$ cat config.mk
export PLATFORM = sky130hd
export DESIGN_NAME = inst_fetch_ctrl
export DESIGN_NICKNAME = d
export VERILOG_FILES = /design/src/rtl/inst_fetch_ctrl.sv
export SDC_FILE = /design/constraint.sdc
export NUM_CORES = 1
export LEC_CHECK = 0
export CELL_PAD_IN_SITES_DETAIL_PLACEMENT = 1
export CELL_PAD_IN_SITES_GLOBAL_PLACEMENT = 2
export CORE_MARGIN = 3
export CORE_UTILIZATION = 42
export CTS_CLUSTER_SIZE = 30
export DETAILED_ROUTE_END_ITERATION = 8
export GPL_TIMING_DRIVEN = 0
export HOLD_SLACK_MARGIN = 0.1
export PLACE_DENSITY = 0.95
export SETUP_SLACK_MARGIN = 0.3
export SYNTH_ARGS = -nofsm -noshare
export SYNTH_HDL_FRONTEND = slang
export SYNTH_SLANG_ARGS = --single-unit
$ cat constraint.sdc
create_clock -name clk_in -period 6.8 [get_ports clk_in]
set_input_delay 2.04 -clock clk_in [delete_from_list [all_inputs] [get_ports clk_in]]
set_output_delay 2.04 -clock clk_in [all_outputs]
set_load 0.01 [all_outputs]
$ cat src/rtl/inst_fetch_ctrl.sv
// Instruction fetch sequencer: one outstanding icache request at a time,
// a small {inst, pc} FIFO toward the decoder, JAL redirect and ROB flush.
module inst_fetch_ctrl #(
    parameter int          QUEUE_DEPTH_LOG = 2,
    parameter logic [31:0] RESET_PC        = 32'h0
) (
    input  logic        clk_in,
    input  logic        rst_in,
    input  logic        rdy_in,
    output logic        icache_req_out,
    output logic [31:0] icache_addr_out,
    input  logic        icache_ready_in,
    input  logic [31:0] icache_inst_in,
    output logic        dec_req_out,
    output logic [31:0] dec_inst_out,
    output logic [31:0] dec_pc_out,
    input  logic        issue_stall_in,
    input  logic        flush_in,
    input  logic [31:0] flush_pc_in
);
    localparam int                   DEPTH   = 1 << QUEUE_DEPTH_LOG;
    localparam logic [QUEUE_DEPTH_LOG:0] DEPTH_C = (QUEUE_DEPTH_LOG+1)'(DEPTH);

    typedef enum logic [1:0] {S_REQ, S_WAIT, S_DROP} state_t;

    state_t                     r_state;
    logic [31:0]                r_pc;
    logic [QUEUE_DEPTH_LOG:0]   r_count;
    logic [QUEUE_DEPTH_LOG-1:0] r_head;
    logic [QUEUE_DEPTH_LOG-1:0] r_tail;
    logic [31:0]                r_inst_mem [DEPTH];
    logic [31:0]                r_pc_mem   [DEPTH];

    logic        w_enq;
    logic        w_deq;
    logic        w_is_jal;
    logic [31:0] w_jal_imm;
    logic [31:0] w_next_pc;

    // A response only lands in the FIFO from S_WAIT, and never in a flush cycle.
    assign w_enq     = !rst_in && rdy_in && !flush_in && (r_state == S_WAIT) && icache_ready_in;
    assign w_deq     = (r_count != '0) && !issue_stall_in;
    assign w_is_jal  = (icache_inst_in[6:0] == 7'b1101111);
    assign w_jal_imm = {{11{icache_inst_in[31]}}, icache_inst_in[31], icache_inst_in[19:12],
                        icache_inst_in[20], icache_inst_in[30:21], 1'b0};
    // Only JAL is followed; branches and JALR fall through until the ROB flushes.
    assign w_next_pc = w_is_jal ? (r_pc + w_jal_imm) : (r_pc + 32'd4);

    // FIFO storage: written at the tail with the word and the PC it was fetched from.
    always_ff @(posedge clk_in) begin
        if (w_enq) begin
            r_inst_mem[r_tail] <= icache_inst_in;
            r_pc_mem[r_tail]   <= r_pc;
        end
    end

    // Control: fetch FSM, FIFO pointers/count, decoder handoff, flush handling.
    always_ff @(posedge clk_in) begin
        if (rst_in) begin
            r_state         <= S_REQ;
            r_pc            <= RESET_PC;
            r_count         <= '0;
            r_head          <= '0;
            r_tail          <= '0;
            icache_req_out  <= 1'b0;
            icache_addr_out <= RESET_PC;
            dec_req_out     <= 1'b0;
            dec_inst_out    <= 32'h0;
            dec_pc_out      <= 32'h0;
        end else if (rdy_in) begin
            if (flush_in) begin
                r_count     <= '0;
                r_head      <= '0;
                r_tail      <= '0;
                dec_req_out <= 1'b0;
                r_pc        <= flush_pc_in;
                // An in-flight request must still be answered; its word is thrown away.
                case (r_state)
                    S_WAIT, S_DROP: begin
                        if (icache_ready_in) begin
                            icache_req_out <= 1'b0;
                            r_state        <= S_REQ;
                        end else begin
                            r_state <= S_DROP;
                        end
                    end
                    default: r_state <= S_REQ;
                endcase
            end else begin
                if (w_enq)
                    r_tail <= r_tail + 1'b1;
                if (w_deq) begin
                    dec_inst_out <= r_inst_mem[r_head];
                    dec_pc_out   <= r_pc_mem[r_head];
                    dec_req_out  <= 1'b1;
                    r_head       <= r_head + 1'b1;
                end else begin
                    dec_req_out <= 1'b0;
                end
                case ({w_enq, w_deq})
                    2'b10:   r_count <= r_count + 1'b1;
                    2'b01:   r_count <= r_count - 1'b1;
                    default: r_count <= r_count;
                endcase
                case (r_state)
                    S_REQ: begin
                        if (r_count < DEPTH_C) begin
                            icache_req_out  <= 1'b1;
                            icache_addr_out <= r_pc;
                            r_state         <= S_WAIT;
                        end
                    end
                    S_WAIT: begin
                        if (icache_ready_in) begin
                            icache_req_out <= 1'b0;
                            r_pc           <= w_next_pc;
                            r_state        <= S_REQ;
                        end
                    end
                    S_DROP: begin
                        if (icache_ready_in) begin
                            icache_req_out <= 1'b0;
                            r_state        <= S_REQ;
                        end
                    end
                    default: r_state <= S_REQ;
                endcase
            end
        end
    end
endmodule

==> run metrics, run 1 <==
Worst Path Required=between 7 and 8 ns; Setup TNS=0 ns; Worst-path clk slew=0.07 ns; fill count=4083; # port buffers=166; WL/cell=around 25 um; PD cells=253 nW/um^2; Least-Margin Pin Slew=1.19 ns; critical-path maximum fanout=5; post-synth top area share=between 40% and 50%; hold_buf cts=0; Worst IR Drop VDD=about 160 uV; final worst setup slack=1.69 ns; average size of a mapped cell=12.3 sq um; Post-Synthesis Cells=between 1000 and 1500; first-pass detailed-route iteration total=5; Skew-Pair Late Insertion Delay=0.54 ns; n_diodes=0; ys async rst share=0%; post-synthesis register bit count=between 300 and 400; total number of H-tree levels=2; crit-path max cell delay=between 0.6 and 0.7 ns; area of the die=43100 sq um; Slew headroom=20.6%; largest net degree at the start of global routing=51; dpl ws=1.19 ns; DRC errors left=0; CP Launch Type=input port; GR Util All Layers=about a quarter; die height=208 um; Slew Viols, Final=0; cts repair resizes=0; Cell Chain, Critical Path=clkdlybuf4s50_1 -> ha_1 -> inv_1 -> fa_1 -> nand2b_1 -> a21oi_1 -> o31ai_1 -> a211oi_1 -> o211ai_2 -> o21ai_1 -> xor2_1 -> a21oi_1 -> nor3_1; drt total wl=53.6 mm; Nets=between 1500 and 2000; Vias=12500; share of layout cells above drive strength 1=10.1%; Num CTS Buffers=41; CTS tree=yes; crit path kind=in2reg; final number of setup-violating endpoints=0; IO Count=168; multi-input logic area=6230 sq um; Starting DRT DRC Count=approximately 1200; antenna-violating nets left=0; number of vias per cell=5.78; origin of the critical flop-to-flop path=r_pc[1]$_SDFFE_PP0P_; status=completed; top-count cell post-synth=edfxtp_1; syn nets=1494; most used cell, CP=a21oi_1; global-route wire length before repair=80.9 mm; skew final=approximately 0.018 ns; Tmin final=about 5.1 ns; slowest CP cell=clkdlybuf4s50_1; GPL Wtd Cong=0.841; Synth area leader=edfxtp_1; Sequential Area=10500 sq um; Synthesis Warnings=0; Die X=208 um; Root Buffer=clkbuf_16; CTS Buffer Depth=3; Core Box Area=39900 sq um; Most used DFF post-synth=edfxtp_1; Worst setup EP type=flip-flop; initial antenna violation count=0; Commonest cells post-synth=edfxtp_1, nand2_1, a21oi_1; Setup Buffers After CTS=0; Overflow after GRT=0; count of unique library cells instantiated by Yosys=a little over 80; unrepaired setup endpoints after global routing=false; Final Hold Viols=0; Detailed Place HPWL=37.4 mm; post-synthesis sequential area ratio=61.3%; max-cap viol count=0; EDFF count, synth=256; fin crit share=75.1%; vias in the first global route=13000; initial core utilization=about 43%; synth top area cells=edfxtp_1, dfxtp_1, mux4_2; Max Clk Rate=between 150 and 200 MHz; CTS sink count=~400; HP Start=icache_addr_out[6]$_SDFFE_PP0P_; leakage power=a little under 0.007 uW; Area Overhead vs Synth=22.1%; # rows=73; CP Data Arrival Time=5.57 ns; Mapped Area=17100 sq um; critical path startpoint=icache_inst_in[21]; Worst Hold Class=reg2reg
stage by stage:
stage / cell area [sq um] / std cells / utilization [%] / total power, uW / hold WS, ns
after CTS: 20800 / 2156 / 52.2 / 5290 / 0.461
final: 20800 / 2156 / 52.2 / 5270 / 0.457
after global placement: 19400 / 2076 / 48.6 / 3050 / 0.444
after detailed placement: 19500 / 2080 / 48.9 / 3070 / 0.450
after global routing: 20800 / 2156 / 52.2 / 5430 / 0.475
after floorplan: 17100 / 1385 / - / 2880 / 0.466
layout by cell type, fill, tap and decap left out, types with 37 or more instances in the layout:
cell type,netlist,layout
clkbuf_1,68,82
dfxtp_1,139,139
nand2_1,244,244
clkdlybuf4s50_1,0,166
ha_1,37,37
nor2_1,77,77
mux4_2,64,64
a21oi_1,162,162
clkbuf_16,0,43
edfxtp_1,256,256
sequential cells by signal, summed over array words and instances, names as in the netlist:
name	cells
dec_pc_out	32
r_tail	2
icache_req_out	1
r_inst_mem	128
r_pc_mem	128
dec_inst_out	32
r_state	2
icache_addr_out	32
r_count	3
r_head	2
r_pc	32
dec_req_out	1
critical path, delay by kind of cell:
kind | cells | cell delay, ns
AO/OA/AOI/OAI | 6 | 1.47
XOR/XNOR | 1 | 0.30
adder cells (fa/ha/maj) | 2 | 0.67
buffers and inverters | 2 | 0.71
AND/OR/NAND/NOR | 2 | 0.38
layout make-up:
type,count,area share (%)
clock inverter,17,0.823
tap,525,3.15
multi-input combinational,892,29.9
inverter,15,0.270
sequential,395,50.2
buffer,83,1.57
clock buffer,59,5.55
timing repair buffer,170,8.50
final timing paths:
path,cells past startpoint,slack (ns),to
worst max-delay path,13,1.69,r_pc[27]$_SDFFE_PP0P_
worst max register to register,12,3.30,r_pc[27]$_SDFFE_PP0P_
worst min register to register,2,0.46,icache_addr_out[6]$_SDFFE_PP0P_
worst min-delay path,2,0.46,icache_addr_out[6]$_SDFFE_PP0P_
per-layer routing:
metal  GRT usage (%)  up-vias  wire length (um)
met5               0        -                 0
met4            8.15        0              1640
met3            4.00       99              3490
met2            41.1      468             26500
met1            32.2     6307             22000
li1                -     5577                 -
power by group:
part / switching [uW] / internal [uW]
Sequential: 56.3 / 2580
Combinational: 232 / 155
Clock: 936 / 1300
Total: 1220 / 4040
cell families after synthesis:
kind of cell | count (synthesis) | synth area share (%)
flops | 395 | 61.3
fa+ha+maj | 39 | 2.95
simple gates | 438 | 11.6
compound gates | 302 | 10.8
mux | 72 | 8.96
buf+inv | 98 | 2.25
xor+xnor | 41 | 2.10
Note: power is estimated with default switching activity, not from simulation.
==> run 2, diff against run 1 <==
--- a/config.mk
+++ b/config.mk
@@ -8,12 +8,12 @@
 export CELL_PAD_IN_SITES_DETAIL_PLACEMENT = 1
 export CELL_PAD_IN_SITES_GLOBAL_PLACEMENT = 2
 export CORE_MARGIN = 3
-export CORE_UTILIZATION = 42
+export CORE_UTILIZATION = 39
 export CTS_CLUSTER_SIZE = 30
 export DETAILED_ROUTE_END_ITERATION = 8
 export GPL_TIMING_DRIVEN = 0
 export HOLD_SLACK_MARGIN = 0.1
-export PLACE_DENSITY = 0.95
+export PLACE_DENSITY = 0.89
 export SETUP_SLACK_MARGIN = 0.3
 export SYNTH_ARGS = -nofsm -noshare
 export SYNTH_HDL_FRONTEND = slang
==> constraint.sdc (replaced) <==
create_clock -name clk_in -period 5.05 [get_ports clk_in]
set_input_delay 1.515 -clock clk_in [delete_from_list [all_inputs] [get_ports clk_in]]
set_output_delay 1.515 -clock clk_in [all_outputs]
set_load 0.01 [all_outputs]
==> run metrics, run 2 (synthesized netlist as in run 1, its figures left out) <==
Vias=12300 (was 12500); clock share of power=42.3% (was 42.5%); CP Launch Type=input port (unchanged); CTS sink count=395 (unchanged); Cell Chain, Critical Path=clkdlybuf4s50_1 -> ha_1 -> inv_1 -> fa_1 -> nand2b_1 -> a21oi_1 -> o31ai_1 -> a211oi_2 -> o211ai_2 -> o21ai_1 -> xor2_1 -> a21oi_1 -> nor3_1 (was clkdlybuf4s50_1 -> ha_1 -> inv_1 -> fa_1 -> nand2b_1 -> a21oi_1 -> o31ai_1 -> a211oi_1 -> o211ai_2 -> o21ai_1 -> xor2_1 -> a21oi_1 -> nor3_1); top flop regs=r_inst_mem (128), r_pc_mem (128) (unchanged); Sequential Area=10500 sq um (unchanged); Area Overhead vs Synth=22.6% (was 22.1%); area of the die=46300 sq um (was 43100 sq um); Worst Path Required=5.51 ns (was 7.27 ns); first-pass detailed-route iteration total=7 (was 5); switching part of the total=23.9% (was 23.2%); most common cell after layout, fill and taps aside=edfxtp_1 (unchanged); Seq pwr share=50.3% (was 50.1%); Slew headroom=18.7% (was 20.6%); slowest CP cell=clkdlybuf4s50_1 (unchanged); Least-Margin Pin Slew=1.22 ns (was 1.19 ns); Worst setup EP type=flip-flop (unchanged); fin crit share=86.9%; status=completed (unchanged); global-route wire length before repair=81.0 mm (was 80.9 mm); fill count=4552 (was 4083); CP Buf/Inv Count=2 (unchanged); WL/cell=24.1 um (was 24.8 um); Worst IR Drop VDD=218 uV (was 155 uV); Core Box Area=43200 sq um (was 39900 sq um); CTS Buffer Depth=3 (unchanged); GPL Wtd Cong=0.872 (was 0.841); Tmin final=around 4.4 ns; PD cells=338 nW/um^2 (was 253 nW/um^2); Num CTS Buffers=40 (was 41); Worst Hold Class=reg2reg (unchanged); # rows=76 (was 73); n_diodes=0 (unchanged); dpl ws=-0.0300 ns (was 1.19 ns); Die X=215 um (was 208 um); DRC errors left=0 (unchanged); Max Clk Rate=228 MHz; CP Data Arrival Time=4.85 ns (was 5.57 ns); most used cell, CP=a21oi_1 (unchanged); vias in the first global route=13000 (about the same); Nets=1706 (was 1707); final worst setup slack=0.663 ns (was 1.69 ns); critical-path maximum fanout=5 (unchanged); initial core utilization=39.5% (was 42.8%); die height=215 um (was 208 um); final number of setup-violating endpoints=0 (unchanged); cell internal pwr=5380 uW (was 4040 uW); unrepaired setup endpoints after global routing=false (unchanged); Crit path max-delay family=compound AO/OA/AOI/OAI gates (unchanged); total number of H-tree levels=2 (unchanged); Skew-Pair Late Insertion Delay=0.56 ns (was 0.54 ns); share of layout cells above drive strength 1=10.4% (was 10.1%); CTS tree=yes (unchanged); hold_buf cts=0 (unchanged); multi-input logic area=6230 sq um (about the same); Root Buffer=clkbuf_16 (unchanged); Comb power frac=7.4% (about the same); most frequent cells in the layout=edfxtp_1, nand2_1, clkdlybuf4s50_1 (unchanged); initial antenna violation count=0 (unchanged); GR Util All Layers=22.9% (was 24.4%); # port buffers=166 (unchanged); drt total wl=53.5 mm (was 53.6 mm); largest net degree at the start of global routing=51 (unchanged); max-cap viol count=0 (unchanged); antenna-violating nets left=0 (unchanged); IO Count=168 (unchanged); total power draw=7060 uW (was 5270 uW); skew final=0.0196 ns (was 0.0176 ns); Detailed Place HPWL=37.7 mm (was 37.4 mm); leakage power=0.00685 uW (was 0.00686 uW); Overflow after GRT=0 (unchanged); crit-path max cell delay=0.63 ns (about the same); P_sw=1690 uW (was 1220 uW); Worst-path clk slew=0.06 ns (was 0.07 ns); crit path kind=in2reg (unchanged); Starting DRT DRC Count=1163 (was 1166); Final Hold Viols=0 (unchanged); number of vias per cell=5.54 (was 5.78); Slew Viols, Final=0 (unchanged)
## run 2: cell count changes in the layout (fill, tap and decap cells not counted), sizes merged
| cell | previous run | this run |
|---|---|---|
| bufinv | 3 | 2 |
| clkbuf | 127 | 122 |
| inv | 17 | 16 |
| clkinv | 10 | 13 |
| clkinvlp | 2 | 4 |
## run 2: cell type report
class                      instances  share of cell area (%)
buffer                            83                    1.57
multi-input combinational        892                    29.8
inverter                          15                   0.269
tap                              585                    3.50
sequential                       395                    50.1
clock inverter                    20                   0.945
clock buffer                      54                    5.38
timing repair buffer             170                    8.47
## run 2: through the flow
step | utilization [%] | cells | instance area (sq um) | TNS, ns | hold WS [ns]
final | 48.4 | 2214 | 20900 | 0 | 0.455
after CTS | 48.4 | 2214 | 20900 | 0 | 0.456
after global routing | 48.4 | 2214 | 20900 | 0 | 0.472
after global placement | 45.1 | 2136 | 19500 | -284.56 | 0.445
after floorplan | - | 1385 | 17100 | 0 | 0.466
after detailed placement | 45.4 | 2140 | 19600 | -0.0300 | 0.447
## run 2: final timing paths
path | start | end | slack, ns | depth (start not counted)
worst min register to register | dec_inst_out[4]$_SDFFE_PP0P_ | dec_inst_out[4]$_SDFFE_PP0P_ | 0.45 | 2
worst min-delay path | dec_inst_out[4]$_SDFFE_PP0P_ | dec_inst_out[4]$_SDFFE_PP0P_ | 0.45 | 2
worst max register to register | r_pc[9]$_SDFFE_PP0P_ | r_pc[30]$_SDFFE_PP0P_ | 1.67 | 10
worst max-delay path | icache_inst_in[21] | r_pc[27]$_SDFFE_PP0P_ | 0.66 | 13
## run 2: what timing repair did
item,4_1_cts,5_1_grt
setup endpoints to repair,0,1
hold endpoints to repair,0,0
gates resized for setup,0,1
setup buffers,0,0
## run 2: power groups by stage
stage | Sequential, uW | Combinational [uW] | Clock, uW
2_1_floorplan | 3590 | 296 | 0
3_3_place_gp | 3620 | 498 | 0
3_5_place_dp | 3620 | 516 | 0
4_1_cts | 3550 | 521 | 3020
5_1_grt | 3560 | 571 | 3150
6_report | 3550 | 524 | 2990
## run 2: metal layers
| layer | part of all wire [%] | up-vias | GRT usage, % | routed length [um] |
|---|---|---|---|---|
| li1 | - | 5568 | - | - |
| met1 | 42 | 6220 | 30.0 | 22400 |
| met2 | 50 | 391 | 39.5 | 26500 |
| met3 | 5.6 | 83 | 3.56 | 3000 |
| met4 | 2.8 | 0 | 6.72 | 1510 |
| met5 | 0 | - | 0 | 0 |
## run 2: worst register-to-register path, cell delays in order, from the launching register on
cell and delay (ns):
dfxtp_1 0.73, ha_1 0.44, a21oi_1 0.18, o21ai_1 0.16
a31oi_2 0.30, a31o_2 0.24, a21oi_2 0.07, and2_4 0.18
o41ai_1 0.43, xor2_1 0.39, o32ai_2 0.12
